$ cat src/rtl/music_pkg.sv
// Shared types and constants for the melody player: state encoding, ROM entry layout, pitch table.
// Latency: n/a (package only).
// Backpressure: n/a (package only).
package music_pkg;

  localparam int DIV_W   = 20;
  localparam int SCALE_W = 6;
  localparam int BEATS_W = 4;
  localparam int CNT_W   = 28;

  typedef enum logic [2:0] {
    ST_IDLE = 3'd0,
    ST_LOAD = 3'd1,
    ST_PLAY = 3'd2,
    ST_GAP  = 3'd3,
    ST_DONE = 3'd4
  } seq_state_t;

  // One melody entry; beats == 0 marks the end of the song.
  typedef struct packed {
    logic [SCALE_W-1:0] scale;
    logic [BEATS_W-1:0] beats;
  } note_t;

  localparam int NOTE_W = $bits(note_t);

  // Half-period of each note in 50 MHz clk cycles. Code 0 is a rest, code 1 is C3,
  // each following code is one semitone higher (octaves are exact halvings).
  localparam logic [DIV_W-1:0] DIV_TABLE [0:63] = '{
    20'd0,
    20'd191113, 20'd180387, 20'd170263, 20'd160707, 20'd151686, 20'd143173,
    20'd135137, 20'd127552, 20'd120394, 20'd113636, 20'd107258, 20'd101238,
    20'd95556,  20'd90193,  20'd85131,  20'd80353,  20'd75843,  20'd71586,
    20'd67568,  20'd63776,  20'd60197,  20'd56818,  20'd53629,  20'd50619,
    20'd47778,  20'd45096,  20'd42565,  20'd40176,  20'd37921,  20'd35793,
    20'd33784,  20'd31888,  20'd30098,  20'd28409,  20'd26814,  20'd25309,
    20'd23889,  20'd22548,  20'd21282,  20'd20088,  20'd18960,  20'd17896,
    20'd16892,  20'd15944,  20'd15049,  20'd14204,  20'd13407,  20'd12654,
    20'd11944,  20'd11274,  20'd10641,  20'd10044,  20'd9480,   20'd8948,
    20'd8446,   20'd7972,   20'd7524,   20'd7102,   20'd6703,   20'd6327,
    20'd5972,   20'd5637,   20'd5320
  };

  // Default tune: opening phrase of Ode to Joy (C4 = code 13), then the end marker.
  localparam int DEFAULT_SONG_LEN = 32;
  localparam int TUNE_LEN         = 16;
  localparam note_t DEFAULT_TUNE [0:TUNE_LEN-1] = '{
    '{6'd17, 4'd1}, '{6'd17, 4'd1}, '{6'd18, 4'd1}, '{6'd20, 4'd1},
    '{6'd20, 4'd1}, '{6'd18, 4'd1}, '{6'd17, 4'd1}, '{6'd15, 4'd1},
    '{6'd13, 4'd1}, '{6'd13, 4'd1}, '{6'd15, 4'd1}, '{6'd17, 4'd1},
    '{6'd17, 4'd2}, '{6'd15, 4'd1}, '{6'd15, 4'd2}, '{6'd0,  4'd0}
  };

  // Flattens the tune into the packed ROM image; entry i sits at bits [i*NOTE_W +: NOTE_W].
  function automatic logic [DEFAULT_SONG_LEN*NOTE_W-1:0] build_default_song();
    logic [DEFAULT_SONG_LEN*NOTE_W-1:0] v;
    v = '0;
    for (int i = 0; i < TUNE_LEN; i++) begin
      v[i*NOTE_W +: NOTE_W] = DEFAULT_TUNE[i];
    end
    return v;
  endfunction

  localparam logic [DEFAULT_SONG_LEN*NOTE_W-1:0] DEFAULT_SONG = build_default_song();

endpackage

$ cat src/rtl/melody_rom.sv
// Constant melody store, one note_t per entry, built from a packed image parameter.
// Latency: 1 cycle from address to registered note.
// Backpressure: none; a new address is accepted every cycle.
module melody_rom
  import music_pkg::*;
#(
  parameter int                         SONG_LEN  = 32,
  parameter int                         IDX_W     = 5,
  parameter logic [SONG_LEN*NOTE_W-1:0] SONG_INIT = '0
)(
  input  logic             clk,
  input  logic             reset_,
  input  logic [IDX_W-1:0] i_addr,
  output note_t            o_note
);

  note_t w_rom [SONG_LEN];
  note_t r_note;

  for (genvar g = 0; g < SONG_LEN; g++) begin : g_entry
    assign w_rom[g] = note_t'(SONG_INIT[g*NOTE_W +: NOTE_W]);
  end

  // Registered read; the sequencer presents the next index so data is ready in LOAD.
  always_ff @(posedge clk or negedge reset_) begin
    if (!reset_) begin
      r_note <= '0;
    end else begin
      r_note <= w_rom[i_addr];
    end
  end

  assign o_note = r_note;

endmodule

$ cat src/rtl/note_sequencer.sv
// Melody sequencer: steps the note ROM and drives divider/scale/mute for the tone generator.
// Latency: play edge -> busy 1 cycle, -> first divider 2 cycles; note = b*BEAT + GAP + 1 cycles.
// Backpressure: none; play ignored while busy, stop aborts any state, pause freezes timing.
module note_sequencer
  import music_pkg::*;
#(
  parameter int                         SONG_LEN    = 32,
  parameter int                         BEAT_CYCLES = 12_500_000,
  parameter int                         GAP_CYCLES  = 1_250_000,
  parameter logic [SONG_LEN*NOTE_W-1:0] SONG_INIT   = DEFAULT_SONG,
  localparam int                        IDX_W       = (SONG_LEN > 1) ? $clog2(SONG_LEN) : 1
)(
  input  logic               clk,
  input  logic               reset_,
  input  logic               play,
  input  logic               stop,
  input  logic               pause,
  input  logic               loop,
  output logic [DIV_W-1:0]   divider,
  output logic [SCALE_W-1:0] scale,
  output logic               mute,
  output logic               busy,
  output logic               done,
  output logic [IDX_W-1:0]   note_idx
);

  localparam logic [CNT_W-1:0] BEAT_LEN = CNT_W'(BEAT_CYCLES);
  localparam logic [CNT_W-1:0] GAP_LEN  = CNT_W'(GAP_CYCLES - 1);
  localparam logic [IDX_W-1:0] LAST_IDX = IDX_W'(SONG_LEN - 1);

  // The longest note (15 beats) must fit the duration counter.
  if (64'(BEAT_CYCLES) * 64'd15 >= (64'd1 << CNT_W)) begin : g_beat_range
    $error("note_sequencer: 15*BEAT_CYCLES does not fit the duration counter");
  end
  if (BEAT_CYCLES < 1 || GAP_CYCLES < 1) begin : g_min_len
    $error("note_sequencer: BEAT_CYCLES and GAP_CYCLES must be at least 1");
  end

  seq_state_t         r_state;
  seq_state_t         w_state_nxt;
  logic [IDX_W-1:0]   r_idx;
  logic [IDX_W-1:0]   w_idx_nxt;
  logic [CNT_W-1:0]   r_cnt;
  logic               w_cnt_zero;
  logic [CNT_W-1:0]   w_play_len;
  logic               r_play_d;
  logic               w_play_rise;
  logic [DIV_W-1:0]   r_divider;
  logic [SCALE_W-1:0] r_scale;
  note_t              w_rom_note;

  assign w_cnt_zero  = (r_cnt == '0);
  assign w_play_rise = play & ~r_play_d;
  // Product is deliberately kept to counter width; range is guaranteed above.
  assign w_play_len  = CNT_W'(w_rom_note.beats) * BEAT_LEN - CNT_W'(1);

  // The ROM is addressed with the next index so its registered output lines up with LOAD.
  melody_rom #(
    .SONG_LEN  (SONG_LEN),
    .IDX_W     (IDX_W),
    .SONG_INIT (SONG_INIT)
  ) u_rom (
    .clk    (clk),
    .reset_ (reset_),
    .i_addr (w_idx_nxt),
    .o_note (w_rom_note)
  );

  // State register, plus the previous play level used for edge detection in IDLE.
  always_ff @(posedge clk or negedge reset_) begin
    if (!reset_) begin
      r_state  <= ST_IDLE;
      r_play_d <= 1'b0;
    end else begin
      r_state  <= w_state_nxt;
      r_play_d <= play;
    end
  end

  // Next state and next note index; stop outranks every other condition outside IDLE.
  always_comb begin
    w_state_nxt = r_state;
    w_idx_nxt   = r_idx;
    case (r_state)
      ST_IDLE: begin
        if (w_play_rise && !stop) begin
          w_state_nxt = ST_LOAD;
          w_idx_nxt   = '0;
        end
      end
      ST_LOAD: begin
        if (stop) begin
          w_state_nxt = ST_IDLE;
        end else if (w_rom_note.beats == '0) begin
          if (loop) begin
            w_state_nxt = ST_LOAD;
            w_idx_nxt   = '0;
          end else begin
            w_state_nxt = ST_DONE;
          end
        end else begin
          w_state_nxt = ST_PLAY;
        end
      end
      ST_PLAY: begin
        if (stop) begin
          w_state_nxt = ST_IDLE;
        end else if (!pause && w_cnt_zero) begin
          w_state_nxt = ST_GAP;
        end
      end
      ST_GAP: begin
        if (stop) begin
          w_state_nxt = ST_IDLE;
        end else if (!pause && w_cnt_zero) begin
          w_state_nxt = ST_LOAD;
          w_idx_nxt   = (r_idx == LAST_IDX) ? '0 : r_idx + IDX_W'(1);
        end
      end
      ST_DONE: begin
        w_state_nxt = ST_IDLE;
      end
      default: begin
        w_state_nxt = ST_IDLE;
      end
    endcase
  end

  // Control outputs decoded from the state; pause mutes a sounding note immediately.
  always_comb begin
    mute = 1'b1;
    busy = 1'b1;
    done = 1'b0;
    case (r_state)
      ST_IDLE: busy = 1'b0;
      ST_PLAY: mute = (r_scale == '0) | pause;
      ST_DONE: done = 1'b1;
      default: ;
    endcase
  end

  // Note index register; holds through DONE/IDLE until the next play.
  always_ff @(posedge clk or negedge reset_) begin
    if (!reset_) begin
      r_idx <= '0;
    end else begin
      r_idx <= w_idx_nxt;
    end
  end

  // Duration counter: note length loaded in LOAD, gap length at the end of PLAY, frozen by pause.
  always_ff @(posedge clk or negedge reset_) begin
    if (!reset_) begin
      r_cnt <= '0;
    end else begin
      case (r_state)
        ST_LOAD: r_cnt <= w_play_len;
        ST_PLAY: begin
          if (!pause) begin
            r_cnt <= w_cnt_zero ? GAP_LEN : r_cnt - CNT_W'(1);
          end
        end
        ST_GAP: begin
          if (!pause && !w_cnt_zero) begin
            r_cnt <= r_cnt - CNT_W'(1);
          end
        end
        default: ;
      endcase
    end
  end

  // Tone configuration changes only when a note starts, or is cleared by stop.
  always_ff @(posedge clk or negedge reset_) begin
    if (!reset_) begin
      r_divider <= '0;
      r_scale   <= '0;
    end else if (stop && (r_state != ST_IDLE)) begin
      r_divider <= '0;
      r_scale   <= '0;
    end else if ((r_state == ST_LOAD) && (w_state_nxt == ST_PLAY)) begin
      r_divider <= DIV_TABLE[w_rom_note.scale];
      r_scale   <= w_rom_note.scale;
    end
  end

  assign divider  = r_divider;
  assign scale    = r_scale;
  assign note_idx = r_idx;

endmodule

$ cat config.mk
export PLATFORM = sky130hd
export DESIGN_NAME = note_sequencer
export DESIGN_NICKNAME = d
export VERILOG_FILES = /design/src/rtl/music_pkg.sv /design/src/rtl/melody_rom.sv /design/src/rtl/note_sequencer.sv
export SDC_FILE = /design/constraint.sdc
export NUM_CORES = 1
export LEC_CHECK = 0
export BUFFER_PORTS_ARGS = -buffer_cell sky130_fd_sc_hd__clkbuf_2
export CORE_ASPECT_RATIO = 0.6
export CORE_MARGIN = 2
export CORE_UTILIZATION = 50
export CTS_BUF_LIST = sky130_fd_sc_hd__clkbuf_8
export CTS_CLUSTER_DIAMETER = 80
export DETAILED_ROUTE_END_ITERATION = 6
export PLACE_DENSITY = 0.72
export RECOVER_POWER = 50
export SLEW_MARGIN = 20
export SYNTH_ARGS = -nofsm -noshare
export SYNTH_HDL_FRONTEND = slang
export SYNTH_SLANG_ARGS = --single-unit
$ cat constraint.sdc
create_clock -name clk -period 4.75 [get_ports clk]
set_clock_uncertainty 0.2 [all_clocks]
set_input_delay 0.7125 -clock clk [delete_from_list [all_inputs] [get_ports clk]]
set_output_delay 0.7125 -clock clk [all_outputs]
set_load 0.005 [all_outputs]
==> impl_results.md <==
* Status: finished with violations
* M3 GR Usage at 7.61%
* 1st-iter DRT viols at 654
* Area of the die at 10300 µm²
* Primary FF master, synth: dfrtp_1
* Vias per cell at 6.28
* CTS max path bufs at 2
* Worst path arrival time at 4060 ps
* Inserted Diodes at 0
* Syn Area/Cell at 8.11 µm²
* WP data required at around 4800 ps
* Worst Tran Pin Value at about 2500 ps
* Initial Utilization at around half
* Routed via count at 4597
* Minimum clock period after layout at 4030 ps
* Drt first pass iters at 6
* Critical path class: register to register
* Peak VDD IR at 0.153 mV
* Gr busiest metal: met1
* Cell Rows at 27
* Headroom to the max-slew limit at -66.9%
* RePlAce Congestion at 0.965
* Failing checks: capacitance limit, slew limit
* Placement Cell Area at between 4000 and 5000 µm²
* CP Launch Type: register
* # setup viols final at 0
* Die height at 79.3 µm
* P_leak at 2.17 nW
* RSZ-0062 raised after global routing: false
* Cts repair resizes at 0
* Critical Path End Type: register
* Core ar. at 9190 µm²
* Routed Antenna Nets at 0
* Hold Fails Final Rpt at 0
* Post-synth cell types at 73
* Seq cells post-synth at 67
* Crit path cell chain: or4_4 > or3_1 > or4_1 > and3_1 > a221oi_2 > inv_1 > ha_1 > or3_1 > nand3_1 > a21oi_1
* Vias in the first global route at 4014
* Residual DRC at 0
* Gate count after technology mapping at 583
* Initial antenna violation count at 0
* IO Port Bufs at 36
* Crit path max fanout at 8
* CTS tree: yes
* Peak Freq at 248 MHz
* Util after Layout at 56.1%
* GR Layer Usage met1 at a little over two fifths
* Count leader, synth: dfrtp_1
* # Max-Cap Violations at 1
* Synth top cells by count: 67 x dfrtp_1, 65 x o21ai_0, 60 x nor2_1
* Yosys top cell area share at roughly 35%
* Total routed wirelength at 13.0 mm
* Global-route wire length before repair at 21.5 mm
* Post-synth EDFFs at 0
* Reg clk slew, reported paths at 70 ps
* Layout area overhead at 9.02%
* Most numerous cell on the critical path: or3_1
* Met2 Usage GRT at 33.8%
* Clock Latency Late Sink at ~360 ps
* Final Cycle Share at 84.9%
* Max-slew violations at 46
* Largest net degree at the start of global routing at 46
* Worst min path class: input pin to register
* Drt wl/cell at 17.8 µm
* Final Power at 1.49 mW
* CTS buffer count at 9
* Power Density at 289 nW/µm²
* Slowest CP cell: or4_1
* DIE WIDTH at 130 µm
* Clock sink count at 67
* Asr flop ratio synth at 100%
* FF-to-FF setup slack at 720 ps
* Root buffer cell: clkbuf_8
* Postcts setup bufs at 0
* Gr ovfl total at 0
* Overall Global Routing Usage at 26.6%
* Largest area contributor in the netlist: dfrtp_1
* Ports at 40
* H-tree depth at 3
* Setup TNS at 0 ps
* Syn Std Cell Area at 4730 µm²
* Share of layout cells above drive strength 1 at 12.5%
* Detailed Place HPWL at 9.32 mm
* Yosys Warn Count at 0
* Final Instance Area at between 5000 and 6000 µm²
* Synth area leaders: dfrtp_1 35%, ha_1 6.9%, o21ai_0 6.9%, a21oi_1 5.7%, nor2_1 4.8%
* Final net count at 630
* CTS Hold Bufs at 0
* Critical path's largest stage delay at 660 ps
* Sequential area share after synthesis at 35.5%
-- sequential cells by signal, indices dropped and copies added (netlist names) --
signal	count
r_state	3
u_rom.o_note	7
divider	18
r_cnt	28
r_play_d	1
scale	5
note_idx	5
-- final timing paths --
path | from | end | cells after the start
min | play | r_play_d$_DFF_PN0_ | 1
max reg2reg | r_cnt[21]$_DFFE_PN0P_ | u_rom.o_note[6]$_DFF_PN0_ | 10
max in group asynchronous | reset_ | r_cnt[8]$_DFFE_PN0P_ | 2
max | r_cnt[21]$_DFFE_PN0P_ | u_rom.o_note[6]$_DFF_PN0_ | 10
min in group asynchronous | reset_ | r_cnt[26]$_DFFE_PN0P_ | 1
min reg2reg | scale[2]$_DFFE_PN0P_ | scale[2]$_DFFE_PN0P_ | 2
-- layout by cell type (no fill, tap or decap), types with 4 or more instances in the layout --
cell and instances:
dfrtp_1 67, o21ai_0 64, nor2_1 60, a21oi_1 54
nand2_1 50, clkbuf_2 28, ha_1 26, inv_1 23
nor3_1 18, nand3_1 15, a211oi_1 14, clkbuf_8 12
a31oi_1 11, nand2b_1 10, or3_1 9, clkbuf_1 8
buf_4 8, and3_1 6, nor4_1 5, o211ai_1 5
and2_1 5, o22ai_1 5, a22o_1 4
-- cell type report --
cell class              instances  area, µm²
fillers                       875       4030
clock buffers                  12        165
multi-input cells             451       2810
inverters                      24       90.1
flip-flops and latches         67       1680
clock inverters                 3       13.8
well taps                     130        163
repair buffers                 45        234
-- per-stage QoR --
stage	std cells	hold WS (ps)	worst slack (ps)
detailed placement	717	305	725
global placement	717	288	821
CTS	732	290	714
global route	732	309	481
floorplan	585	217	1020
finish	732	307	720
-- critical path: cells and delay by family (launching register included) --
family | cells | cell delay, ps
simple gates | 6 | 2280
flops | 1 | 440
compound gates | 2 | 440
fa+ha+maj | 1 | 360
buf+inv | 1 | 180
-- routing by layer --
metal | routed length (µm) | part of all wire, %
met4 | 158 | 1.2
met1 | 6520 | 50
met2 | 5040 | 39
met5 | 0 | 0
met3 | 1310 | 10
-- logic make-up (layout without fill, tap and decap cells) --
family,after synthesis,after routing,share of synthesized area [%]
mux,7,7,2.06
fa+ha+maj,26,26,6.88
buf+inv,67,84,5.58
xor+xnor,2,2,0.371
simple gates,206,206,21.7
compound gates,207,207,27.9
flops,67,67,35.5
other cells,1,3,0.0793
-- where the power goes --
part | switching (mW) | leakage (nW) | internal [mW]
sequential | 0.0804 | 0.836 | 0.655
combinational | 0.184 | 1.23 | 0.124
clock | 0.219 | 0.0994 | 0.226
No activity file was read; power rests on OpenSTA's default activity.
